===== config.mk =====
export PLATFORM = sky130hd
export DESIGN_NAME = ring_seq_ctrl
export DESIGN_NICKNAME = d
export VERILOG_FILES = /design/src/rtl/ring_seq_ctrl.sv
export SDC_FILE = /design/constraint.sdc
export NUM_CORES = 1
export LEC_CHECK = 0
export BUFFER_PORTS_ARGS = -buffer_cell sky130_fd_sc_hd__buf_2
export CAP_MARGIN = 20
export CORE_UTILIZATION = 52
export CTS_BUF_LIST = sky130_fd_sc_hd__clkbuf_4
export DETAILED_ROUTE_END_ITERATION = 10
export PLACE_DENSITY = 0.78
export SLEW_MARGIN = 20
export SYNTH_ARGS = -nofsm -noshare
export SYNTH_HDL_FRONTEND = slang
export SYNTH_SLANG_ARGS = --single-unit

===== constraint.sdc =====
create_clock -name clk -period 1.9 [get_ports clk]
set_input_delay 0.285 -clock clk [delete_from_list [all_inputs] [get_ports clk]]
set_output_delay 0.285 -clock clk [all_outputs]
set_load 0.05 [all_outputs]

===== src/rtl/ring_seq_ctrl.sv =====
// Ring-counter sequencer: loads a seed, then issues rate-divided shift enables.
// Define RING_SEQ_AUTOREV_EN for bounce mode (second leg in the opposite direction).
module ring_seq_ctrl #(
    parameter int WIDTH = 8,
    parameter int CNT_W = 8,
    parameter int DIV_W = 16
) (
    input  logic             clk,
    input  logic             clr,
    input  logic             start,
    input  logic             stop,
    input  logic [WIDTH-1:0] pattern,
    input  logic [CNT_W-1:0] steps,
    input  logic [DIV_W-1:0] div,
    input  logic             dir_in,
    output logic             ld,
    output logic [WIDTH-1:0] ld_data,
    output logic             shift_en,
    output logic             dir,
    output logic             busy,
    output logic             done,
    output logic [CNT_W-1:0] remaining
);

    localparam logic [1:0] S_IDLE = 2'd0;
    localparam logic [1:0] S_LOAD = 2'd1;
    localparam logic [1:0] S_RUN  = 2'd2;
    localparam logic [1:0] S_DONE = 2'd3;

    logic [1:0]       state_q, state_d;
    logic [WIDTH-1:0] pat_q, pat_d;
    logic [CNT_W-1:0] steps_q, steps_d;
    logic [DIV_W-1:0] div_q, div_d;
    logic             dir_q, dir_d;
    logic [DIV_W-1:0] presc_q, presc_d;
    logic [CNT_W-1:0] rem_q, rem_d;
`ifdef RING_SEQ_AUTOREV_EN
    logic             leg_q, leg_d;
`endif
    logic             tick;

    assign tick = (presc_q == div_q);

    always_comb begin
        // NOTE: every variable gets a default first so no path leaves it unassigned (no latches).
        state_d = state_q;
        pat_d   = pat_q;
        steps_d = steps_q;
        div_d   = div_q;
        dir_d   = dir_q;
        presc_d = presc_q;
        rem_d   = rem_q;
`ifdef RING_SEQ_AUTOREV_EN
        leg_d   = leg_q;
`endif
        case (state_q)
            S_IDLE: begin
                if (start && !stop) begin
                    pat_d   = pattern;
                    steps_d = steps;
                    div_d   = div;
                    dir_d   = dir_in;
`ifdef RING_SEQ_AUTOREV_EN
                    leg_d   = 1'b0;
`endif
                    state_d = S_LOAD;
                end
            end
            S_LOAD: begin
                if (stop) begin
                    state_d = S_IDLE;
                end else begin
                    presc_d = '0;
                    rem_d   = steps_q;
                    state_d = (steps_q == '0) ? S_DONE : S_RUN;
                end
            end
            S_RUN: begin
                if (stop) begin
                    state_d = S_IDLE;
                end else if (tick) begin
                    presc_d = '0;
                    rem_d   = rem_q - CNT_W'(1);
                    if (rem_q == CNT_W'(1)) begin
`ifdef RING_SEQ_AUTOREV_EN
                        // First leg ending turns around instead of finishing.
                        if (!leg_q) begin
                            leg_d = 1'b1;
                            dir_d = ~dir_q;
                            rem_d = steps_q;
                        end else begin
                            state_d = S_DONE;
                        end
`else
                        state_d = S_DONE;
`endif
                    end
                end else begin
                    presc_d = presc_q + DIV_W'(1);
                end
            end
            S_DONE:  state_d = S_IDLE;
            default: state_d = S_IDLE;
        endcase
    end

    // NOTE: sequential state uses non-blocking assignments so all flops update together.
    always_ff @(posedge clk or negedge clr) begin
        if (!clr) begin
            state_q <= S_IDLE;
            pat_q   <= '0;
            steps_q <= '0;
            div_q   <= '0;
            dir_q   <= 1'b0;
            presc_q <= '0;
            rem_q   <= '0;
`ifdef RING_SEQ_AUTOREV_EN
            leg_q   <= 1'b0;
`endif
        end else begin
            state_q <= state_d;
            pat_q   <= pat_d;
            steps_q <= steps_d;
            div_q   <= div_d;
            dir_q   <= dir_d;
            presc_q <= presc_d;
            rem_q   <= rem_d;
`ifdef RING_SEQ_AUTOREV_EN
            leg_q   <= leg_d;
`endif
        end
    end

    assign ld        = (state_q == S_LOAD);
    assign ld_data   = pat_q;
    assign shift_en  = (state_q == S_RUN) && tick;
    assign dir       = dir_q;
    assign busy      = (state_q == S_LOAD) || (state_q == S_RUN);
    assign done      = (state_q == S_DONE);
    assign remaining = rem_q;

endmodule


**After elaboration in Yosys (flattened, before gate mapping)**

Index checks and enable logic that the tools add are counted.
W data, S select, Z words.

- Bits in writable memories: 0
- ROM bits: 0
- Input bits: 37
- Flip-flop bits (word level): 59
- Output and inout port bits: 21
- Logic and storage cells: 46
- Latch bits: 0
- Memories kept: 0

- Div/mod/pow operators: 0
- Bitwise operators: 0
- Multipliers: 0
- Shift operators: 0
- Muxes and demuxes: 15
- Magnitude comparators: 0
- Equality and inequality tests: 11
- $add $sub $neg: 2
- Reduce and logical (&&, ||, !) cells: 11

Operators with widths:

| kind | count |
|---|---|
| $mux W16 | 3 |
| $pmux W16 S2 | 1 |
| $mux W8 | 3 |
| $add A16 B1 Y16 const B | 1 |
| $eq A16 B16 Y1 | 1 |
| $pmux W8 S2 | 1 |
| $mux W2 | 5 |
| $eq A8 B1 Y1 const B | 1 |
| $logic_not A8 Y1 | 1 |
| $ne A2 B2 Y1 const B | 4 |
| $pmux W2 S4 | 1 |
| $sub A8 B1 Y8 const B | 1 |
| $ne A3 B3 Y1 const B | 2 |
| $reduce_and A3 Y1 | 2 |
| $eq A2 B2 Y1 const B | 2 |
| $reduce_and A4 Y1 | 1 |
| $eq A2 B1 Y1 const B | 1 |
| $logic_and A1 B1 Y1 | 2 |
| $logic_not A2 Y1 | 1 |
| $reduce_and A2 Y1 | 1 |
| $reduce_bool A2 Y1 | 1 |
| $logic_not A1 Y1 | 1 |
| $logic_or A1 B1 Y1 | 1 |
| $mux W1 | 1 |

**Longest topological paths before layout**

Gate-level depths: netlist of run 1.

- Depth after elaboration: 5
- Depth in mapped cells: 8
- Gate-level depth less buffers: 7

**Worst setup path after synthesis of run 1**

Ideal clock, no wire load.

- Path type: flip-flop to flip-flop
- From: register rem_q[2] (netlist: remaining[2])
- To: register state_q[1]
- Stages on the path, launching flop included: 7
- Arrival time: 2030 ps
- Clock period less this slack: 2157 ps
- Required time: 1772 ps
- Setup time: 128 ps
- Path slack: -257 ps
- Path buffers: 1
- Cell sequence: dfrtp_1 -> buf_6 -> or4_4 -> nor4b_2 -> o21ai_1 -> o21bai_1 -> mux2_1

- Cells in the longest elaborated chain, start to end: 3

RTL lines:

| element | line | text |
|---|---|---|
| start, declared | 36 | `logic [CNT_W-1:0] rem_q, rem_d;` |
| start signal, assigned | 127 | `rem_q <= rem_d;` |
| $eq A8 B1 Y1 | 84 | `if (rem_q == CNT_W'(1)) begin` |
| $ne A3 B3 Y1 (no source line) | n/a |  |
| $reduce_and A3 Y1 (no source line) | n/a |  |
| end signal, assigned | 121 | `state_q <= state_d;` |
| end, declared | 30 | `logic [1:0] state_q, state_d;` |

No other way between the ends.
A chain may end at the register's enable or synchronous reset.

**Final worst setup path of run 1**

- From: register div_q[15]
- To: output shift_en

- Cells in the longest elaborated chain, start to end: 2

RTL lines:

| element | line | text |
|---|---|---|
| start, declared | 33 | `logic [DIV_W-1:0] div_q, div_d;` |
| start signal, assigned | 124 | `div_q <= div_d;` |
| $eq A16 B16 Y1 | 42 | `assign tick = (presc_q == div_q);` |
| $logic_and A1 B1 Y1 | 136 | `assign shift_en = (state_q == S_RUN) && tick;` |
| end, declared | 18 | `output logic shift_en,` |

No other way between the ends.

==> metrics.cfg, run 1 <==
[critical_path]
arrival_ns=1.96
cp-start-kind=flip-flop
end_kind=output port
crit_fanout=2
required_ns=1.62
criticalPathCategory=flip-flop to output port

[cells_and_area]
nets=440
multi_input_area_sq_um=1630
fin_cells=475
drive_gt1_share_pct=41.0
fin_util_pct=68.5
antenna_cells=0
postLayoutCellArea_sq_um=4050
regArea_sq_um=1480
n_fill_cell=471
syn_to_final_growth_pct=26.5

[synth]
ys_seq_elements=59
synth_top_cell_by_area=dfrtp_1
synthCells=297
synth-seq-area-share_pct=46.1
async_reset_ff_share_pct=100
netlist_area_sq_um=3210
netlist.area_leader.share_pct=46.1
synth_edf_count=0
syn-num-nets=342
yosys.cell_types.count=48
ys_warn_count=0
synth.area.top_cells=dfrtp_1, mux2_2, xnor2_1
ys.flop_type=dfrtp_1
avgSynthCellArea_sq_um=10.8

[sta]
fin_ws_ns=-0.347
period_needed_ns=2.25
max_freq_mhz=445
setup_viol=13
slew_violations=0
slew_headroom_pct=79.0
worst_clock_skew_ns=0.0112
min_period_over_period_pct=118
holdWs_ns=0.100
worst_pin_slew_ns=0.311
rsz0062_at_grt=true
hold_viol=0

[route]
ant_nets=0
wl_per_cell_um=15.7
drcViolationCount=0
vias=2759
drtPass1Iterations=4
drtIter0Drc=229
finalWirelength_um=7480
wl_met2_um=3620
wl_met3_um=391
viasPerCell=5.81
highest_layer=met4
met1_length_um=3300

[place]
place.gp.congestion=0.845
dp.cells=454
dpl-instance-area_sq_um=3820
port_buffers=57
hpwlAfterDp_um=5100

[floorplan]
die_h_um=80.5
start_util_pct=54.1
rows=28
die_w_um=80.5
ios=58
dieArea_sq_um=6480
coreArea_sq_um=5920

[clock_tree]
ctsHtreeMaxLevel=3
cts_tree=done
clockRootBuffer=clkbuf_4
cts.reportedPaths.clkPinSlew_ns=0.10
clk_latency_ns=0.41
cts.sinks=59
cts_inserted_buffers=9
cts_buffer_depth=2

[run_status]
status=complete, but fails checks
violations=setup timing

[power_and_ir_drop]
power_density_nw_per_um2=1540
ir_drop_uv=1130
p_leak_uw=0.00183

[global_route]
antenna_found_initial=0
grt_pass1_vias=2712
overflow=0
grt_max_degree=60
grt_usage_pct=25.0
grt_first_pass_wirelength_um=12200

[hold_path]
hold_class=input port to flip-flop

[job]
maxCapViolCount=0

[cell families (layout without fill, tap and decap cells)]
logic type | after synthesis | in the layout | synth area share (%)
fa+ha+maj | 8 | 8 | 3.12
flops | 59 | 59 | 46.1
mux | 35 | 35 | 12.3
simple gates | 98 | 98 | 16.6
compound gates | 58 | 58 | 13.8
xor+xnor | 17 | 17 | 4.64
buf+inv | 22 | 125 | 3.51
[placed cells by master, fill, tap and decap left out, types with 2 or more instances in the layout]
| master | instances |
|---|---|
| buf_2 | 55 |
| nand4_1 | 9 |
| clkinv_1 | 2 |
| buf_4 | 40 |
| a211oi_2 | 2 |
| bufinv_16 | 2 |
| nor2_1 | 25 |
| and4_1 | 3 |
| a21o_1 | 2 |
| o22a_1 | 4 |
| dfrtp_1 | 56 |
| dfrtp_2 | 3 |
| ha_1 | 7 |
| o31ai_1 | 6 |
| a311oi_1 | 3 |
| nand3_1 | 8 |
| a211oi_1 | 2 |
| o21ai_0 | 3 |
| and2_1 | 4 |
| nor3b_1 | 6 |
| nor3_1 | 9 |
| buf_6 | 4 |
| a21oi_1 | 10 |
| o22ai_1 | 4 |
| nor4_1 | 4 |
| clkbuf_4 | 10 |
| o211ai_1 | 3 |
| and3_1 | 2 |
| o21a_1 | 2 |
| o311ai_0 | 2 |
| a221o_1 | 2 |
| mux2_2 | 33 |
| xnor2_1 | 17 |
| nand2_1 | 17 |
| and2_4 | 2 |
| a22o_1 | 6 |
| inv_1 | 7 |
[metrics by stage]
step | setup TNS (ns) | setup WS [ns] | power [uW]
3_3_place_gp | -0.0260 | -0.0260 | 5060
2_1_floorplan | -0.160 | -0.160 | 4340
3_5_place_dp | -0.119 | -0.0534 | 5170
5_1_grt | -2.67 | -0.449 | 6600
6_report | -0.634 | -0.347 | 6250
4_1_cts | -0.556 | -0.352 | 6220
[synth_stat cells (3+ instances only)]
master,n
dfrtp_1,59
mux2_2,33
nor2_1,26
nand2_1,17
xnor2_1,17
a21oi_1,10
clkbuf_1,10
nand4_1,9
nor3_1,9
ha_1,8
nand3_1,8
inv_1,7
a22o_1,6
and2_1,6
nor3b_1,6
o31ai_1,6
and4_1,4
buf_6,4
nor4_1,4
o22a_1,4
o22ai_1,4
a211oi_1,3
a311oi_1,3
o211ai_1,3
o21ai_0,3
[state kept, by name (all words and copies together) (netlist names)]
signal     count
div_q         16
presc_q       16
ld_data        8
remaining      8
steps_q        8
state_q        2
dir            1
[area by class of cell]
cell class                 count  share of cell area [%]
clock inverter                 6                    1.98
inverter                       7                   0.648
sequential                    59                    36.5
multi-input combinational    216                    40.3
timing repair buffer         102                    16.4
tap                           75                    2.31
clock buffer                  10                    1.85
[path summary, 6_finish.rpt]
check / startpoint / endpoint / slack [ns] / cells past startpoint
worst max-delay path: div_q[15]$_DFFE_PN0P_ / shift_en / -0.35 / 6
worst min-delay path: div[10] / div_q[10]$_DFFE_PN0P_ / 0.10 / 2
worst max register to register: div_q[15]$_DFFE_PN0P_ / state_q[1]$_DFFE_PN0P_ / -0.17 / 8
worst min register to register: ld_data[5]$_DFFE_PN0P_ / ld_data[5]$_DFFE_PN0P_ / 0.51 / 1
max in group asynchronous: clr / remaining[5]$_DFFE_PN0P_ / 1.22 / 3
min in group asynchronous: clr / remaining[6]$_DFFE_PN0P_ / 0.41 / 3
[worst max-delay path, stage by stage, from the launching register on]
cell and delay (ns):
dfrtp_1 0.40, xnor2_1 0.16, nand4_1 0.20, nor4_4 0.34, buf_4 0.16, and2_4 0.16, buf_8 0.14
[power by group]
| part | internal [uW] | switching (uW) | leakage, uW |
|---|---|---|---|
| Clock | 538 | 468 | 0.0000815 |
| Sequential | 1740 | 356 | 0.000731 |
| Combinational | 1230 | 1910 | 0.00102 |
[repair_timing]
| action | CTS | global route |
|---|---|---|
| hold buffers | 1 | 0 |
| hold endpoints to repair | 59 | 0 |
| resized for setup | 8 | 5 |
| endpoints found under the setup margin | 11 | 23 |
| gates cloned | 1 | 0 |
| buffers inserted | 3 | 1 |
| pin swaps | 4 | 5 |
[metal layers]
metal | vias up | global-route usage, %
li1 | 1307 | -
met1 | 1322 | 33.4
met2 | 110 | 37.7
met3 | 20 | 6.14
met4 | 0 | 12.5
met5 | - | 0
No activity file was read; power rests on OpenSTA's default activity.
==> run 2: changes to the inputs <==
--- a/config.mk
+++ b/config.mk
@@ -7,10 +7,12 @@
 export LEC_CHECK = 0
 export BUFFER_PORTS_ARGS = -buffer_cell sky130_fd_sc_hd__buf_2
 export CAP_MARGIN = 20
-export CORE_UTILIZATION = 52
+export CELL_PAD_IN_SITES_DETAIL_PLACEMENT = 0
+export CELL_PAD_IN_SITES_GLOBAL_PLACEMENT = 1
+export CORE_UTILIZATION = 41
 export CTS_BUF_LIST = sky130_fd_sc_hd__clkbuf_4
 export DETAILED_ROUTE_END_ITERATION = 10
-export PLACE_DENSITY = 0.78
+export PLACE_DENSITY_LB_ADDON = 0.1
 export SLEW_MARGIN = 20
 export SYNTH_ARGS = -nofsm -noshare
 export SYNTH_HDL_FRONTEND = slang
==> metrics.cfg, run 2 (synthesis results as in run 1) <==
[hold_path]
hold_class=input port to flip-flop
hold_path.startpoint=div[2]

[clock_tree]
clockRootBuffer=clkbuf_4
cts.reportedPaths.clkPinSlew_ns=0.11
clk_latency_ns=0.40
cts_tree=done
cts_buffer_depth=2
cts.sinks=59
ctsHtreeMaxLevel=3
cts_inserted_buffers=9

[sta]
min_period_over_period_pct=115
period_needed_ns=2.18
max_freq_mhz=459
setup_viol=22
slew_headroom_pct=61.0
fin_ws_ns=-0.281
holdWs_ns=0.107
worst_pin_slew_ns=0.580
worst_clock_skew_ns=0.0165
slew_violations=0
hold_viol=0
rsz0062_at_grt=true

[global_route]
grt_max_degree=30
antenna_found_initial=0
overflow=0
grt_pass1_vias=2765
grt_first_pass_wirelength_um=13900
grt_usage_pct=21.7

[critical_path]
r2r_slack_ns=-0.16
arrival_ns=1.90
cp-start-kind=flip-flop
r2r_start=presc_q[5]$_DFFE_PN0P_
crit_start=presc_q[5]$_DFFE_PN0P_
end_kind=output port
crit_fanout=2
required_ns=1.62
criticalPathCategory=flip-flop to output port

[cells_and_area]
nets=448
postLayoutCellArea_sq_um=4420
fin_util_pct=59.7
n_fill_cell=658
layout_common_cells=dfrtp_1, buf_2, buf_4
syn_to_final_growth_pct=37.9
antenna_cells=0
reg_top3=div_q x16, presc_q x16
fin_cells=506
drive_gt1_share_pct=48.4

[floorplan]
start_util_pct=43.3
dieArea_sq_um=8180
rows=31
die_w_um=90.4
ios=58
coreArea_sq_um=7410
die_h_um=90.4

[place]
place_ws_ns=-0.0772
hpwlAfterDp_um=5630
port_buffers=57
dpl-instance-area_sq_um=3900
dp.cells=480
place.gp.congestion=0.878

[job]
maxCapViolCount=0

[power_and_ir_drop]
ir_drop_uv=1020
power_density_nw_per_um2=1410
p_leak_uw=0.00192

[route]
ant_nets=0
finalWirelength_um=8230
viasPerCell=5.36
drcViolationCount=0
drtPass1Iterations=4
wl_per_cell_um=16.3
drtIter0Drc=126
vias=2714

[run_status]
violations=setup timing
status=complete, but fails checks

[run 2: routing by layer]
layer,share of wire (%),wire length (um),track usage [%],vias up
met4,1.1,91,6.85,0
li1,-,-,-,1317
met1,47,3890,29.8,1305
met5,0,0,0,-
met2,46,3790,34.1,84
met3,5.6,461,4.63,8
[run 2: what timing repair did]
action,4_1_cts,5_1_grt
gates cloned,2,0
setup endpoints to repair,19,27
pin swaps,25,15
setup buffers,4,6
hold buffers,1,0
endpoints found under the hold margin,18,0
resized for setup,38,22
[run 2: worst paths after layout]
check / to / cells past startpoint
min in group asynchronous: presc_q[7]$_DFFE_PN0P_ / 2
setup reg to reg: remaining[4]$_DFFE_PN0P_ / 8
hold reg to reg: dir$_DFFE_PN0P_ / 1
setup / recovery: shift_en / 5
hold / removal: div_q[2]$_DFFE_PN0P_ / 2
max in group asynchronous: presc_q[2]$_DFFE_PN0P_ / 3
[run 2: worst max-delay path: stages, from the launching register on]
cell	delay (ns)
dfrtp_2	0.45
xnor2_1	0.14
nand4_1	0.18
nor4_4	0.37
and2_4	0.21
buf_8	0.14
[run 2: metrics by stage]
stage / power (uW) / setup TNS (ns)
after floorplan: 4340 / -0.160
after global placement: 5110 / -0.455
after detailed placement: 5170 / -0.273
after CTS: 6200 / -1.47
after global routing: 6650 / -3.69
final: 6230 / -1.89
[run 2: layout make-up]
type / instances / area [sq um] / area share [%]
Clock buffer: 10 / 75.1 / 1.70
Clock inverter: 5 / 45.0 / 1.02
Inverter: 7 / 26.3 / 0.594
Multi-Input combinational cell: 216 / 1850 / 41.9
Sequential cell: 59 / 1480 / 33.5
Tap cell: 99 / 124 / 2.80
Timing Repair Buffer: 110 / 818 / 18.5
[run 2: where the power goes]
| part | internal, uW | switching (uW) | total (uW) | leakage (uW) |
|---|---|---|---|---|
| Clock | 393 | 465 | 858 | 0.0000664 |
| Combinational | 1300 | 1990 | 3280 | 0.00113 |
| Sequential | 1740 | 350 | 2090 | 0.000729 |
| Total | 3430 | 2800 | 6230 | 0.00192 |
